`src/rtl/interlock_ctrl_pkg.sv`:
```
`default_nettype none
// +----------------------------------------------------------------------+
// | Package : core_pkg                                                   |
// | Purpose : Shared types and constants for the integer pipeline        |
// |           hazard control (register numbers, bypass selects).         |
// | Revision: 1.0  initial release                                       |
// +----------------------------------------------------------------------+
package core_pkg;

   localparam int NREGS = 32;

   typedef logic [4:0] reg_addr_t;

   typedef enum logic [1:0] {
      SEL_RF  = 2'd0,
      SEL_MEM = 2'd1,
      SEL_WB  = 2'd2
   } bypass_sel_e;

   // x0 is hardwired zero, so it never takes part in any hazard.
   function automatic logic is_real_reg(reg_addr_t a);
      return a != '0;
   endfunction

   // Youngest producer wins: the EX-stage instruction is younger than MEM.
   function automatic bypass_sel_e fwd_sel(logic ren, reg_addr_t rs,
                                           logic ex_wr, reg_addr_t ex_a,
                                           logic mem_wr, reg_addr_t mem_a);
      bypass_sel_e sel;
      sel = SEL_RF;
      if (ren && is_real_reg(rs)) begin
         if (ex_wr && ex_a == rs)
            sel = SEL_MEM;
         else if (mem_wr && mem_a == rs)
            sel = SEL_WB;
      end
      return sel;
   endfunction

endpackage
`default_nettype wire

```
`src/rtl/interlock_ctrl_if.sv`:
```
`default_nettype none
// +----------------------------------------------------------------------+
// | Interface: interlock_ctrl_if                                         |
// | Purpose  : Pipeline-stage status into the hazard controller and its  |
// |            stall / bypass / write-port decisions back out.           |
// |            master = pipeline side, slave = interlock_ctrl.           |
// | Revision : 1.0  initial release                                      |
// +----------------------------------------------------------------------+
interface interlock_ctrl_if;
   import core_pkg::*;

   logic      id_valid, id_ren1, id_ren2, id_wxd, id_long;
   reg_addr_t id_rs1, id_rs2, id_waddr;
   logic      ex_valid, ex_wxd, ex_load, ex_stall;
   reg_addr_t ex_waddr;
   logic      mem_valid, mem_wxd, mem_wait;
   reg_addr_t mem_waddr;
   logic      wb_valid, wb_wxd;
   reg_addr_t wb_waddr;
   logic      ll_wb_valid;
   reg_addr_t ll_wb_waddr;
   logic      ll_wb_ready;
   logic      id_stall;
   logic [1:0] ex_sel1, ex_sel2;
   logic      rf_wen, rf_wsrc;

   modport master (
      output id_valid, id_ren1, id_ren2, id_wxd, id_long, id_rs1, id_rs2, id_waddr,
      output ex_valid, ex_wxd, ex_load, ex_stall, ex_waddr,
      output mem_valid, mem_wxd, mem_wait, mem_waddr,
      output wb_valid, wb_wxd, wb_waddr, ll_wb_valid, ll_wb_waddr,
      input  ll_wb_ready, id_stall, ex_sel1, ex_sel2, rf_wen, rf_wsrc
   );

   modport slave (
      input  id_valid, id_ren1, id_ren2, id_wxd, id_long, id_rs1, id_rs2, id_waddr,
      input  ex_valid, ex_wxd, ex_load, ex_stall, ex_waddr,
      input  mem_valid, mem_wxd, mem_wait, mem_waddr,
      input  wb_valid, wb_wxd, wb_waddr, ll_wb_valid, ll_wb_waddr,
      output ll_wb_ready, id_stall, ex_sel1, ex_sel2, rf_wen, rf_wsrc
   );

endinterface
`default_nettype wire

```
`src/rtl/interlock_ctrl_scoreboard.sv`:
```
`default_nettype none
// +----------------------------------------------------------------------+
// | Module  : scoreboard                                                 |
// | Purpose : One pending bit per register for in-flight long-latency    |
// |           writes. Ports: set (dispatch), clear (writeback grant),    |
// |           two source read ports and one WAW check port.              |
// | Revision: 1.0  initial release                                       |
// +----------------------------------------------------------------------+
module scoreboard
   import core_pkg::*;
(
   input  wire logic      clk,
   input  wire logic      rst,
   input  wire logic      i_set_en,
   input  wire reg_addr_t i_set_addr,
   input  wire logic      i_clr_en,
   input  wire reg_addr_t i_clr_addr,
   input  wire reg_addr_t i_rd1_addr,
   input  wire reg_addr_t i_rd2_addr,
   input  wire reg_addr_t i_waw_addr,
   output logic           o_rd1,
   output logic           o_rd2,
   output logic           o_waw
);

   logic [NREGS-1:0] r_sb;

   // Set after clear so a same-index collision would favour "pending";
   // the pipeline guarantees that collision cannot happen.
   always_ff @(posedge clk or posedge rst) begin
      if (rst) begin
         r_sb <= '0;
      end else begin
         if (i_clr_en)
            r_sb[i_clr_addr] <= 1'b0;
         if (i_set_en && is_real_reg(i_set_addr))
            r_sb[i_set_addr] <= 1'b1;
      end
   end

   // Reads see the current value, so a bit being cleared this cycle still reports pending.
   assign o_rd1 = r_sb[i_rd1_addr] & is_real_reg(i_rd1_addr);
   assign o_rd2 = r_sb[i_rd2_addr] & is_real_reg(i_rd2_addr);
   assign o_waw = r_sb[i_waw_addr] & is_real_reg(i_waw_addr);

endmodule
`default_nettype wire

```
`src/rtl/interlock_ctrl.sv`:
```
`default_nettype none
// +----------------------------------------------------------------------+
// | Module  : interlock_ctrl                                             |
// | Purpose : Issue-stage hazard controller. Decides ID stall (load-use, |
// |           long-latency scoreboard, dcache wait, writeback starve),   |
// |           registers EX bypass selects, and arbitrates the single     |
// |           register-file write port between WB and the mul/div unit.  |
// | Ports   : clk, rst (async active-high), bus (interlock_ctrl_if.slave)|
// | Revision: 1.0  initial release                                       |
// +----------------------------------------------------------------------+
module interlock_ctrl
   import core_pkg::*;
#(
   parameter int STARVE = 4
)(
   input  wire logic     clk,
   input  wire logic     rst,
   interlock_ctrl_if.slave bus
);

   localparam int CW = $clog2(STARVE + 1);
   localparam logic [CW-1:0] c_starve_max = CW'(STARVE);

   logic        w_wb_wr, w_ex_wr, w_mem_wr;
   logic        w_ll_ready;
   logic        w_load_use;
   logic        w_sb_rd1, w_sb_rd2, w_sb_waw;
   logic        w_sb_raw, w_sb_waw_hit;
   logic        w_starve;
   logic        w_id_stall;
   logic        w_id_fire;
   bypass_sel_e w_nsel1, w_nsel2;
   bypass_sel_e r_sel1, r_sel2;
   logic [CW-1:0] r_starve_cnt;

   assign w_wb_wr  = bus.wb_valid & bus.wb_wxd;
   assign w_ex_wr  = bus.ex_valid & bus.ex_wxd & is_real_reg(bus.ex_waddr);
   assign w_mem_wr = bus.mem_valid & bus.mem_wxd & is_real_reg(bus.mem_waddr);

   // Write port: WB always wins; long-latency result waits.
   assign w_ll_ready = bus.ll_wb_valid & ~w_wb_wr;

   assign w_load_use = w_ex_wr & bus.ex_load &
                       ((bus.id_ren1 & is_real_reg(bus.id_rs1) & (bus.id_rs1 == bus.ex_waddr)) |
                        (bus.id_ren2 & is_real_reg(bus.id_rs2) & (bus.id_rs2 == bus.ex_waddr)));

   assign w_sb_raw     = (bus.id_ren1 & w_sb_rd1) | (bus.id_ren2 & w_sb_rd2);
   assign w_sb_waw_hit = bus.id_wxd & w_sb_waw;

   assign w_starve   = (r_starve_cnt == c_starve_max);
   assign w_id_stall = bus.mem_wait |
                       (bus.id_valid & (w_load_use | w_sb_raw | w_sb_waw_hit)) |
                       w_starve;
   assign w_id_fire  = bus.id_valid & ~w_id_stall & ~bus.ex_stall;

   scoreboard u_sb (
      .clk        (clk),
      .rst        (rst),
      .i_set_en   (w_id_fire & bus.id_long & bus.id_wxd),
      .i_set_addr (bus.id_waddr),
      .i_clr_en   (w_ll_ready),
      .i_clr_addr (bus.ll_wb_waddr),
      .i_rd1_addr (bus.id_rs1),
      .i_rd2_addr (bus.id_rs2),
      .i_waw_addr (bus.id_waddr),
      .o_rd1      (w_sb_rd1),
      .o_rd2      (w_sb_rd2),
      .o_waw      (w_sb_waw)
   );

   // A WB-stage producer needs no bypass: the regfile writes through.
   assign w_nsel1 = fwd_sel(bus.id_ren1, bus.id_rs1, w_ex_wr, bus.ex_waddr, w_mem_wr, bus.mem_waddr);
   assign w_nsel2 = fwd_sel(bus.id_ren2, bus.id_rs2, w_ex_wr, bus.ex_waddr, w_mem_wr, bus.mem_waddr);

   always_ff @(posedge clk or posedge rst) begin
      if (rst) begin
         r_sel1 <= SEL_RF;
         r_sel2 <= SEL_RF;
      end else if (!bus.ex_stall) begin
         if (w_id_stall || !bus.id_valid) begin
            r_sel1 <= SEL_RF;
            r_sel2 <= SEL_RF;
         end else begin
            r_sel1 <= w_nsel1;
            r_sel2 <= w_nsel2;
         end
      end
   end

   // Once saturated, the forced ID stall lets bubbles drain into WB so the
   // long-latency result eventually gets the write port.
   always_ff @(posedge clk or posedge rst) begin
      if (rst)
         r_starve_cnt <= '0;
      else if (!bus.ll_wb_valid || w_ll_ready)
         r_starve_cnt <= '0;
      else if (!w_starve)
         r_starve_cnt <= r_starve_cnt + 1'b1;
   end

   assign bus.ll_wb_ready = w_ll_ready;
   assign bus.id_stall    = w_id_stall;
   assign bus.ex_sel1     = r_sel1;
   assign bus.ex_sel2     = r_sel2;
   assign bus.rf_wen      = w_wb_wr | w_ll_ready;
   assign bus.rf_wsrc     = w_ll_ready;

endmodule
`default_nettype wire

```
`src/flat_wrapper.sv`:
```
// flat-port wrapper written by rule: the top's interface ports become plain ports
module interlock_ctrl_flat import core_pkg::*;
#(
   parameter int STARVE = 4
)
  (clk, rst, bus_id_valid, bus_id_ren1, bus_id_ren2, bus_id_wxd, bus_id_long, bus_id_rs1, bus_id_rs2, bus_id_waddr, bus_ex_valid, bus_ex_wxd, bus_ex_load, bus_ex_stall, bus_ex_waddr, bus_mem_valid, bus_mem_wxd, bus_mem_wait, bus_mem_waddr, bus_wb_valid, bus_wb_wxd, bus_wb_waddr, bus_ll_wb_valid, bus_ll_wb_waddr, bus_ll_wb_ready, bus_id_stall, bus_ex_sel1, bus_ex_sel2, bus_rf_wen, bus_rf_wsrc);
  interlock_ctrl_if bus_i ();
  input  wire logic clk;
  input  wire logic rst;
  input wire logic [$bits(bus_i.id_valid)-1:0] bus_id_valid;
  input wire logic [$bits(bus_i.id_ren1)-1:0] bus_id_ren1;
  input wire logic [$bits(bus_i.id_ren2)-1:0] bus_id_ren2;
  input wire logic [$bits(bus_i.id_wxd)-1:0] bus_id_wxd;
  input wire logic [$bits(bus_i.id_long)-1:0] bus_id_long;
  input wire logic [$bits(bus_i.id_rs1)-1:0] bus_id_rs1;
  input wire logic [$bits(bus_i.id_rs2)-1:0] bus_id_rs2;
  input wire logic [$bits(bus_i.id_waddr)-1:0] bus_id_waddr;
  input wire logic [$bits(bus_i.ex_valid)-1:0] bus_ex_valid;
  input wire logic [$bits(bus_i.ex_wxd)-1:0] bus_ex_wxd;
  input wire logic [$bits(bus_i.ex_load)-1:0] bus_ex_load;
  input wire logic [$bits(bus_i.ex_stall)-1:0] bus_ex_stall;
  input wire logic [$bits(bus_i.ex_waddr)-1:0] bus_ex_waddr;
  input wire logic [$bits(bus_i.mem_valid)-1:0] bus_mem_valid;
  input wire logic [$bits(bus_i.mem_wxd)-1:0] bus_mem_wxd;
  input wire logic [$bits(bus_i.mem_wait)-1:0] bus_mem_wait;
  input wire logic [$bits(bus_i.mem_waddr)-1:0] bus_mem_waddr;
  input wire logic [$bits(bus_i.wb_valid)-1:0] bus_wb_valid;
  input wire logic [$bits(bus_i.wb_wxd)-1:0] bus_wb_wxd;
  input wire logic [$bits(bus_i.wb_waddr)-1:0] bus_wb_waddr;
  input wire logic [$bits(bus_i.ll_wb_valid)-1:0] bus_ll_wb_valid;
  input wire logic [$bits(bus_i.ll_wb_waddr)-1:0] bus_ll_wb_waddr;
  output wire logic [$bits(bus_i.ll_wb_ready)-1:0] bus_ll_wb_ready;
  output wire logic [$bits(bus_i.id_stall)-1:0] bus_id_stall;
  output wire logic [$bits(bus_i.ex_sel1)-1:0] bus_ex_sel1;
  output wire logic [$bits(bus_i.ex_sel2)-1:0] bus_ex_sel2;
  output wire logic [$bits(bus_i.rf_wen)-1:0] bus_rf_wen;
  output wire logic [$bits(bus_i.rf_wsrc)-1:0] bus_rf_wsrc;
  assign bus_i.id_valid = bus_id_valid;
  assign bus_i.id_ren1 = bus_id_ren1;
  assign bus_i.id_ren2 = bus_id_ren2;
  assign bus_i.id_wxd = bus_id_wxd;
  assign bus_i.id_long = bus_id_long;
  assign bus_i.id_rs1 = bus_id_rs1;
  assign bus_i.id_rs2 = bus_id_rs2;
  assign bus_i.id_waddr = bus_id_waddr;
  assign bus_i.ex_valid = bus_ex_valid;
  assign bus_i.ex_wxd = bus_ex_wxd;
  assign bus_i.ex_load = bus_ex_load;
  assign bus_i.ex_stall = bus_ex_stall;
  assign bus_i.ex_waddr = bus_ex_waddr;
  assign bus_i.mem_valid = bus_mem_valid;
  assign bus_i.mem_wxd = bus_mem_wxd;
  assign bus_i.mem_wait = bus_mem_wait;
  assign bus_i.mem_waddr = bus_mem_waddr;
  assign bus_i.wb_valid = bus_wb_valid;
  assign bus_i.wb_wxd = bus_wb_wxd;
  assign bus_i.wb_waddr = bus_wb_waddr;
  assign bus_i.ll_wb_valid = bus_ll_wb_valid;
  assign bus_i.ll_wb_waddr = bus_ll_wb_waddr;
  assign bus_ll_wb_ready = bus_i.ll_wb_ready;
  assign bus_id_stall = bus_i.id_stall;
  assign bus_ex_sel1 = bus_i.ex_sel1;
  assign bus_ex_sel2 = bus_i.ex_sel2;
  assign bus_rf_wen = bus_i.rf_wen;
  assign bus_rf_wsrc = bus_i.rf_wsrc;
  interlock_ctrl #(.STARVE(STARVE)) u_core (.clk(clk), .rst(rst), .bus(bus_i));
endmodule
```
`config.mk`:
```
export PLATFORM = sky130hd
export DESIGN_NAME = interlock_ctrl_flat
export DESIGN_NICKNAME = d
export VERILOG_FILES = /design/src/rtl/interlock_ctrl_pkg.sv /design/src/rtl/interlock_ctrl_if.sv /design/src/rtl/interlock_ctrl_scoreboard.sv /design/src/rtl/interlock_ctrl.sv /design/src/flat_wrapper.sv
export SDC_FILE = /design/constraint.sdc
export NUM_CORES = 1
export LEC_CHECK = 0
export ABC_AREA = 1
export CORE_MARGIN = 1
export CORE_UTILIZATION = 58
export DETAILED_ROUTE_END_ITERATION = 7
export PLACE_DENSITY_LB_ADDON = 0.15
export SLEW_MARGIN = 25
export SYNTH_ARGS = -nofsm -noshare
export SYNTH_HDL_FRONTEND = slang
export SYNTH_HIERARCHICAL = 1
export SYNTH_SLANG_ARGS = --single-unit
export TNS_END_PERCENT = 10
```
`constraint.sdc`:
```
create_clock -name clk -period 3 [get_ports clk]
set_input_delay 0.45 -clock clk [delete_from_list [all_inputs] [get_ports clk]]
set_output_delay 0.45 -clock clk [all_outputs]
set_load 0.05 [all_outputs]
```
Word-level counts from Yosys, hierarchy flattened
Index checks and enable logic that the tools add are counted.
Word-level totals
  input port bits: 52
  output and inout port bits: 8
  register bits after elaboration: 39
  bits in read-only memories: 0
  word-level logic and storage cells: 95
  bits in latches: 0
  memories kept: 0
  RAM bits: 0
Cells by class
  reduce and logical (&&, ||, !) cells: 18
  muxes and demuxes: 22
  $mul: 0
  $add $sub $neg: 1
  magnitude comparators: 6
  divide/modulo/power cells: 0
  eq/ne operators: 8
  shift-type cells: 0
  bitwise logic cells: 36
Operator list (count)
  32-bit two-way mux: 2
  32-bit AND: 1
  32-bit NOT: 1
  32-bit bitwise OR: 1
  5-bit equality test: 6
  5-bit nonzero test: 5
  5-bit by 6-bit less-than comparator with 1-bit output (second input constant): 4
  1-bit AND: 23
  2-bit two-way mux: 8
  1-bit binary-select mux with 5-bit select: 3
  1-bit demux with 5-bit select: 2
  5-bit by 1-bit greater-or-equal comparator with 1-bit output (second input constant): 2
  1-bit logical AND: 9
  1-bit bitwise OR: 7
  3-bit two-way mux: 2
  1-bit two-way mux: 5
  3-bit by 1-bit adder with 3-bit output (second input constant): 1
  3-bit equality test (second input constant): 1
  1-bit NOT: 3
  1-bit zero test: 2
  1-bit logical OR: 2
  2-bit != test (second input constant): 1

Logic depth before layout (Yosys ltp)
  depth after elaboration: 17
  mapped depth: 20
  mapped depth without buffers: 18

Cells and area by module
The synthesis kept the hierarchy.
Modules (own cells, without submodules)
  scoreboard: cells an instance 408, instances 1, sequential area each 800.8 µm², area each 2496.1 µm²
  interlock_ctrl: cells an instance 132, instances 1, sequential area each 175.2 µm², area each 825.8 µm²

Worst setup path before layout
Ideal clock, no wire load.
  path kind: in2out
  start point: input port bus_id_rs1[0]
  end point: output port bus_id_stall
  required time: 2550 ps
  slack: 593 ps
  arrival time: 1957 ps
  stages: 17
  path through: buf_6 > inv_4 > buf_6 > nand2_1 > nand3_1 > nand2_1 > nand2_1 > nand2_1 > inv_1 > nand2_1 > nand2_1 > nand2_1 > a22o_2 > a21oi_1 > nand2_1 > nand2_2 > nand2_1
Between the ends
  cells in the longest elaborated chain, start to end: 10
  elaborated cells on any way between the ends: 16
  those cells by class: 1 x eq/ne; 2 x mux; 12 x bitwise; 1 x reduce/logical
RTL lines
  from (decl): RTL line flat_wrapper.sv:15  | input wire logic [$bits(bus_i.id_rs1)-1:0] bus_id_rs1;
  1-bit binary-select mux with 5-bit select: RTL line interlock_ctrl_scoreboard.sv:42  | assign o_rd1 = r_sb[i_rd1_addr] & is_real_reg(i_rd1_addr);
  1-bit two-way mux (implied by the code): RTL line interlock_ctrl_scoreboard.sv:42
  1-bit AND *: RTL line interlock_ctrl_scoreboard.sv:42
  via u_core.w_sb_rd1: RTL line interlock_ctrl.sv:27  | logic w_sb_rd1, w_sb_rd2, w_sb_waw;
  1-bit AND *: RTL line interlock_ctrl.sv:47  | assign w_sb_raw = (bus.id_ren1 & w_sb_rd1) | (bus.id_ren2 & w_sb_rd2);
  1-bit bitwise OR *: RTL line interlock_ctrl.sv:47
  1-bit bitwise OR * (2 in series): RTL line interlock_ctrl.sv:52  | (bus.id_valid & (w_load_use | w_sb_raw | w_sb_waw_hit)) |
  1-bit AND *: RTL line interlock_ctrl.sv:52
  1-bit bitwise OR *: RTL line interlock_ctrl.sv:51  | assign w_id_stall = bus.mem_wait |
  1-bit bitwise OR *: RTL line interlock_ctrl.sv:52
  to (decl): RTL line flat_wrapper.sv:33  | output wire logic [$bits(bus_i.id_stall)-1:0] bus_id_stall;
The timed path passes the listed nets; every way through them passes the cells marked *. The select of a mux whose other input is x is not followed.

Final worst setup path
  start point: input port bus_id_waddr[2]
  end point: output port bus_id_stall
Between the ends
  cells in the longest elaborated chain, start to end: 8
  elaborated cells on any way between the ends: 9
  those cells by class: 2 x mux; 6 x bitwise; 1 x reduce/logical
RTL lines
  from (decl): RTL line flat_wrapper.sv:17  | input wire logic [$bits(bus_i.id_waddr)-1:0] bus_id_waddr;
  1-bit binary-select mux with 5-bit select: RTL line interlock_ctrl_scoreboard.sv:44  | assign o_waw = r_sb[i_waw_addr] & is_real_reg(i_waw_addr);
  1-bit two-way mux (implied by the code): RTL line interlock_ctrl_scoreboard.sv:44
  1-bit AND *: RTL line interlock_ctrl_scoreboard.sv:44
  via u_core.w_sb_waw: RTL line interlock_ctrl.sv:27
  1-bit AND *: RTL line interlock_ctrl.sv:48  | assign w_sb_waw_hit = bus.id_wxd & w_sb_waw;
  1-bit bitwise OR *: RTL line interlock_ctrl.sv:52
  1-bit AND *: RTL line interlock_ctrl.sv:52
  1-bit bitwise OR *: RTL line interlock_ctrl.sv:51
  1-bit bitwise OR *: RTL line interlock_ctrl.sv:52
Marks and branches as above.

==> impl_metrics.yaml <==
setup_path:
  end_kind: "output pin"
  worstPathArrival_ns: 2.32
  cp.required_ns: 2.55
  slowest_delay_ns: 0.58
  rr_startpoint: "u_core/u_sb/r_sb[23]$_DFF_PP0_"
  path_class: "in2out"
  start_kind: "input port"
  crit_chain: "clkdlybuf4s50_1 -> inv_1 -> nor2_1 -> nand2_1 -> nand2_1 -> clkinv_1 -> nand2_1 -> nand2_1 -> nand2_1 -> a22o_2 -> a21oi_2 -> nand2_1 -> nand2_2 -> buf_4 -> nand2_1 -> buf_6"
  cp-startpoint: "bus_id_waddr[2]"
  cp_max_fo: 5
  critPathSlowestCell: "clkdlybuf4s50_1"
  worst_path_most_repeated_cell: "nand2_1"
power:
  seq_power_share: 0.388
  power_frac_clock: 0.315
  peakVddDrop_uv: 477
  p_sw_w: 0.000447
  p_leak_nw: 2.22
  swShare: 0.312
  p_int_w: 0.000987
  combPwrFrac: 0.297
  powerDensity_mw_per_mm2: 339
final_layout:
  fin_cells: 683
  diodes: 0
  fin_util: 0.767
  multiInputGateArea_sq_mm: 0.00192
  nets: 664
  syn_to_final_growth_pct: 27.2
  fill_cells: 422
  final_area_sq_mm: 0.00423
  drive_above_1_share: 0.0867
  regArea_sq_um: 976
floorplan:
  core_area_sq_mm: 0.00551
  row_count: 27
  dieArea_sq_mm: 0.00603
  fp.dieH_microns: 77.7
  boundaryPins: 60
  die_w_microns: 77.7
  start_util: 0.603
sta:
  max_freq_mhz: 361
  tightest_slew_ns: 0.510
  tns_ns: 0
  final-max-slew-violation-count: 0
  maxSlewHeadroom: 0.659
  fin_crit_ns: 2.77
  hold_violations: 0
  fin_crit_sh: 0.922
  finalSetupViolations: 0
  fin_ws_ns: 0.233
  fin_worst_skew_ns: 0.00275
  grt_setup_unrepaired: "no"
global_route:
  overflow: 0
  grt_pass1_wl_microns: 16800
  grt_antenna_before_repair: 0
  grt_util_all_layers: 0.352
  grt_max_degree: 33
  grt_pass1_vias: 3726
clock_network:
  clk_latency_ns: 0.29
  cts_root_buffer: "clkbuf_8"
  cts_setup_buffers: 0
  cts_htree_levels: 2
  clock-sinks: 39
  ctsLongestPathBuffers: 2
  cts_made_buffers: 5
  clk_pin_slew_ns: 0.07
  cts_tree: "yes"
  ctsHoldBuffers: 0
synth:
  muxShareOfSynthArea: 0
  synthFlopType: "dfrtp_1"
  synth_area_leader_cell: "dfrtp_1"
  synth.avg_cell_area_sq_um: 6.15
  synth_nets: 594
  ys_ff_latch: 39
  synth_compound_area_frac: 0.113
  synth_edf_count: 0
  yosysTopAreaCellShare: 0.294
  synthSimpleGateAreaFrac: 0.415
  synth.area.top_cells: "dfrtp_1 (29%), nand2_1 (20%), nand3_1 (14%)"
  synth_xor_xnor_area_share: 0.0395
  synth.yosys.seq_area_share: 0.294
  synthCells: 540
  synth_warnings: 6
  synth-async-reset-ratio: 1.00
  synthTopCellsByCount: "nand2_1 (178), nand3_1 (94), inv_1 (68)"
  synth_area_sq_mm: 0.00332
  synth_top_family_by_area: "simple AND/OR/NAND/NOR gates"
  synth_fa_ha_area_frac: 0.00753
  yosysMostFrequentCell: "nand2_1"
  ys_types: 25
status:
  status: "completed"
placement:
  hpwl_microns: 7400
  port_buffers: 54
  place_ws_ns: -0.140
  gp_congestion: 0.935
  place_area_sq_mm: 0.00399
  place_inst: 673
min_path:
  hold_class: "in2async"
route:
  vias_per_cell: 5.89
  drt_iter0_drc: 387
  drc: 0
  drtPass1Iterations: 8
  totalWireLength_microns: 10400
  antenna_left: 0
  wire_per_inst_microns: 15.3
  via_count: 4020
run:
  cap_viol_max_count: 0
[worst paths after layout]
check	endpoint	slack [ns]	depth (start not counted)
max	bus_id_stall	0.23	16
min in group clk	u_core/bus.ex_sel2[0]$_DFFE_PP0N_	0.50	2
max reg2reg	u_core/u_sb/r_sb[19]$_DFF_PP0_	0.54	18
max in group asynchronous	u_core/u_sb/r_sb[9]$_DFF_PP0_	2.13	3
min reg2reg	u_core/bus.ex_sel2[0]$_DFFE_PP0N_	0.50	2
min	u_core/r_starve_cnt[2]$_DFFE_PP0P_	0.42	2
[kinds of logic (layout without fill, tap and decap cells)]
| group | count (synthesis) | after routing |
|---|---|---|
| xor gates and xnor gates | 15 | 15 |
| AOI/OAI and AO/OA | 73 | 73 |
| buffers and inverters | 92 | 163 |
| adders and majority gates | 2 | 2 |
| and+or+nand+nor | 319 | 319 |
| DFF | 39 | 39 |
[cell usage in the layout (no fill, tap or decap), types with 2 or more instances in the layout]
master,count
buf_4,15
clkbuf_16,2
clkdlybuf4s50_1,47
a31oi_1,3
o21ai_0,64
nand3_2,3
dlymetal6s2s_1,6
dfrtp_1,39
nor4_1,2
nor3_1,5
nand4_1,7
ha_1,2
clkbuf_8,6
buf_6,4
nand2_1,178
inv_2,6
nand3_1,94
xor2_1,2
inv_1,68
a21oi_1,3
clkinv_8,2
nor2_1,23
nor2_2,3
xnor2_1,13
nand2_2,3
buf_12,2
[what timing repair did]
| item | in CTS | in global routing |
|---|---|---|
| setup endpoints to repair | 1 | 14 |
| cloned | 0 | 2 |
| resized for setup | 3 | 18 |
| endpoints found under the hold margin | 0 | 0 |
[critical path: cells and delay by family]
family                 cells  cell delay, ns
buffers and inverters      5            1.03
AO/OA/AOI/OAI              2            0.17
AND/OR/NAND/NOR            9            0.66
[flip-flops by register name, indices dropped and copies added (netlist names)]
signal and flops:
u_core/bus.ex_sel2 2, u_core/r_starve_cnt 3, u_core/bus.ex_sel1 2, u_core/u_sb/r_sb 32
[per-layer routing]
layer	GRT usage	vias to the layer above	routed length, microns
li1	-	1878	-
met3	0.0447	37	1130
met4	0.130	0	252
met2	0.610	287	5000
met5	0	-	0
met1	0.445	1818	4070
[per-stage QoR]
stage / total power, W / hold WS [ns]
2_1_floorplan: 0.000804 / 0.253
3_3_place_gp: 0.000950 / 0.467
3_5_place_dp: 0.000962 / 0.481
4_1_cts: 0.00141 / 0.420
5_1_grt: 0.00151 / 0.449
6_report: 0.00143 / 0.417
[power by group through the flow]
stage	Sequential (W)	Clock (W)	Combinational [W]
global placement	0.000565	0	0.000385
detailed placement	0.000566	0	0.000395
CTS	0.000556	0.000452	0.000402
floorplan	0.000562	0	0.000242
global route	0.000559	0.000479	0.000468
finish	0.000557	0.000451	0.000426
[area by class of cell]
| class | instances | share of cell area |
|---|---|---|
| clock inverters | 2 | 0.00829 |
| multi-input cells | 409 | 0.454 |
| well taps | 72 | 0.0213 |
| repair buffers | 76 | 0.188 |
| inverters | 79 | 0.0785 |
| clock buffers | 6 | 0.0195 |
| flip-flops and latches | 39 | 0.231 |
Note: power is estimated with default switching activity, not from simulation.
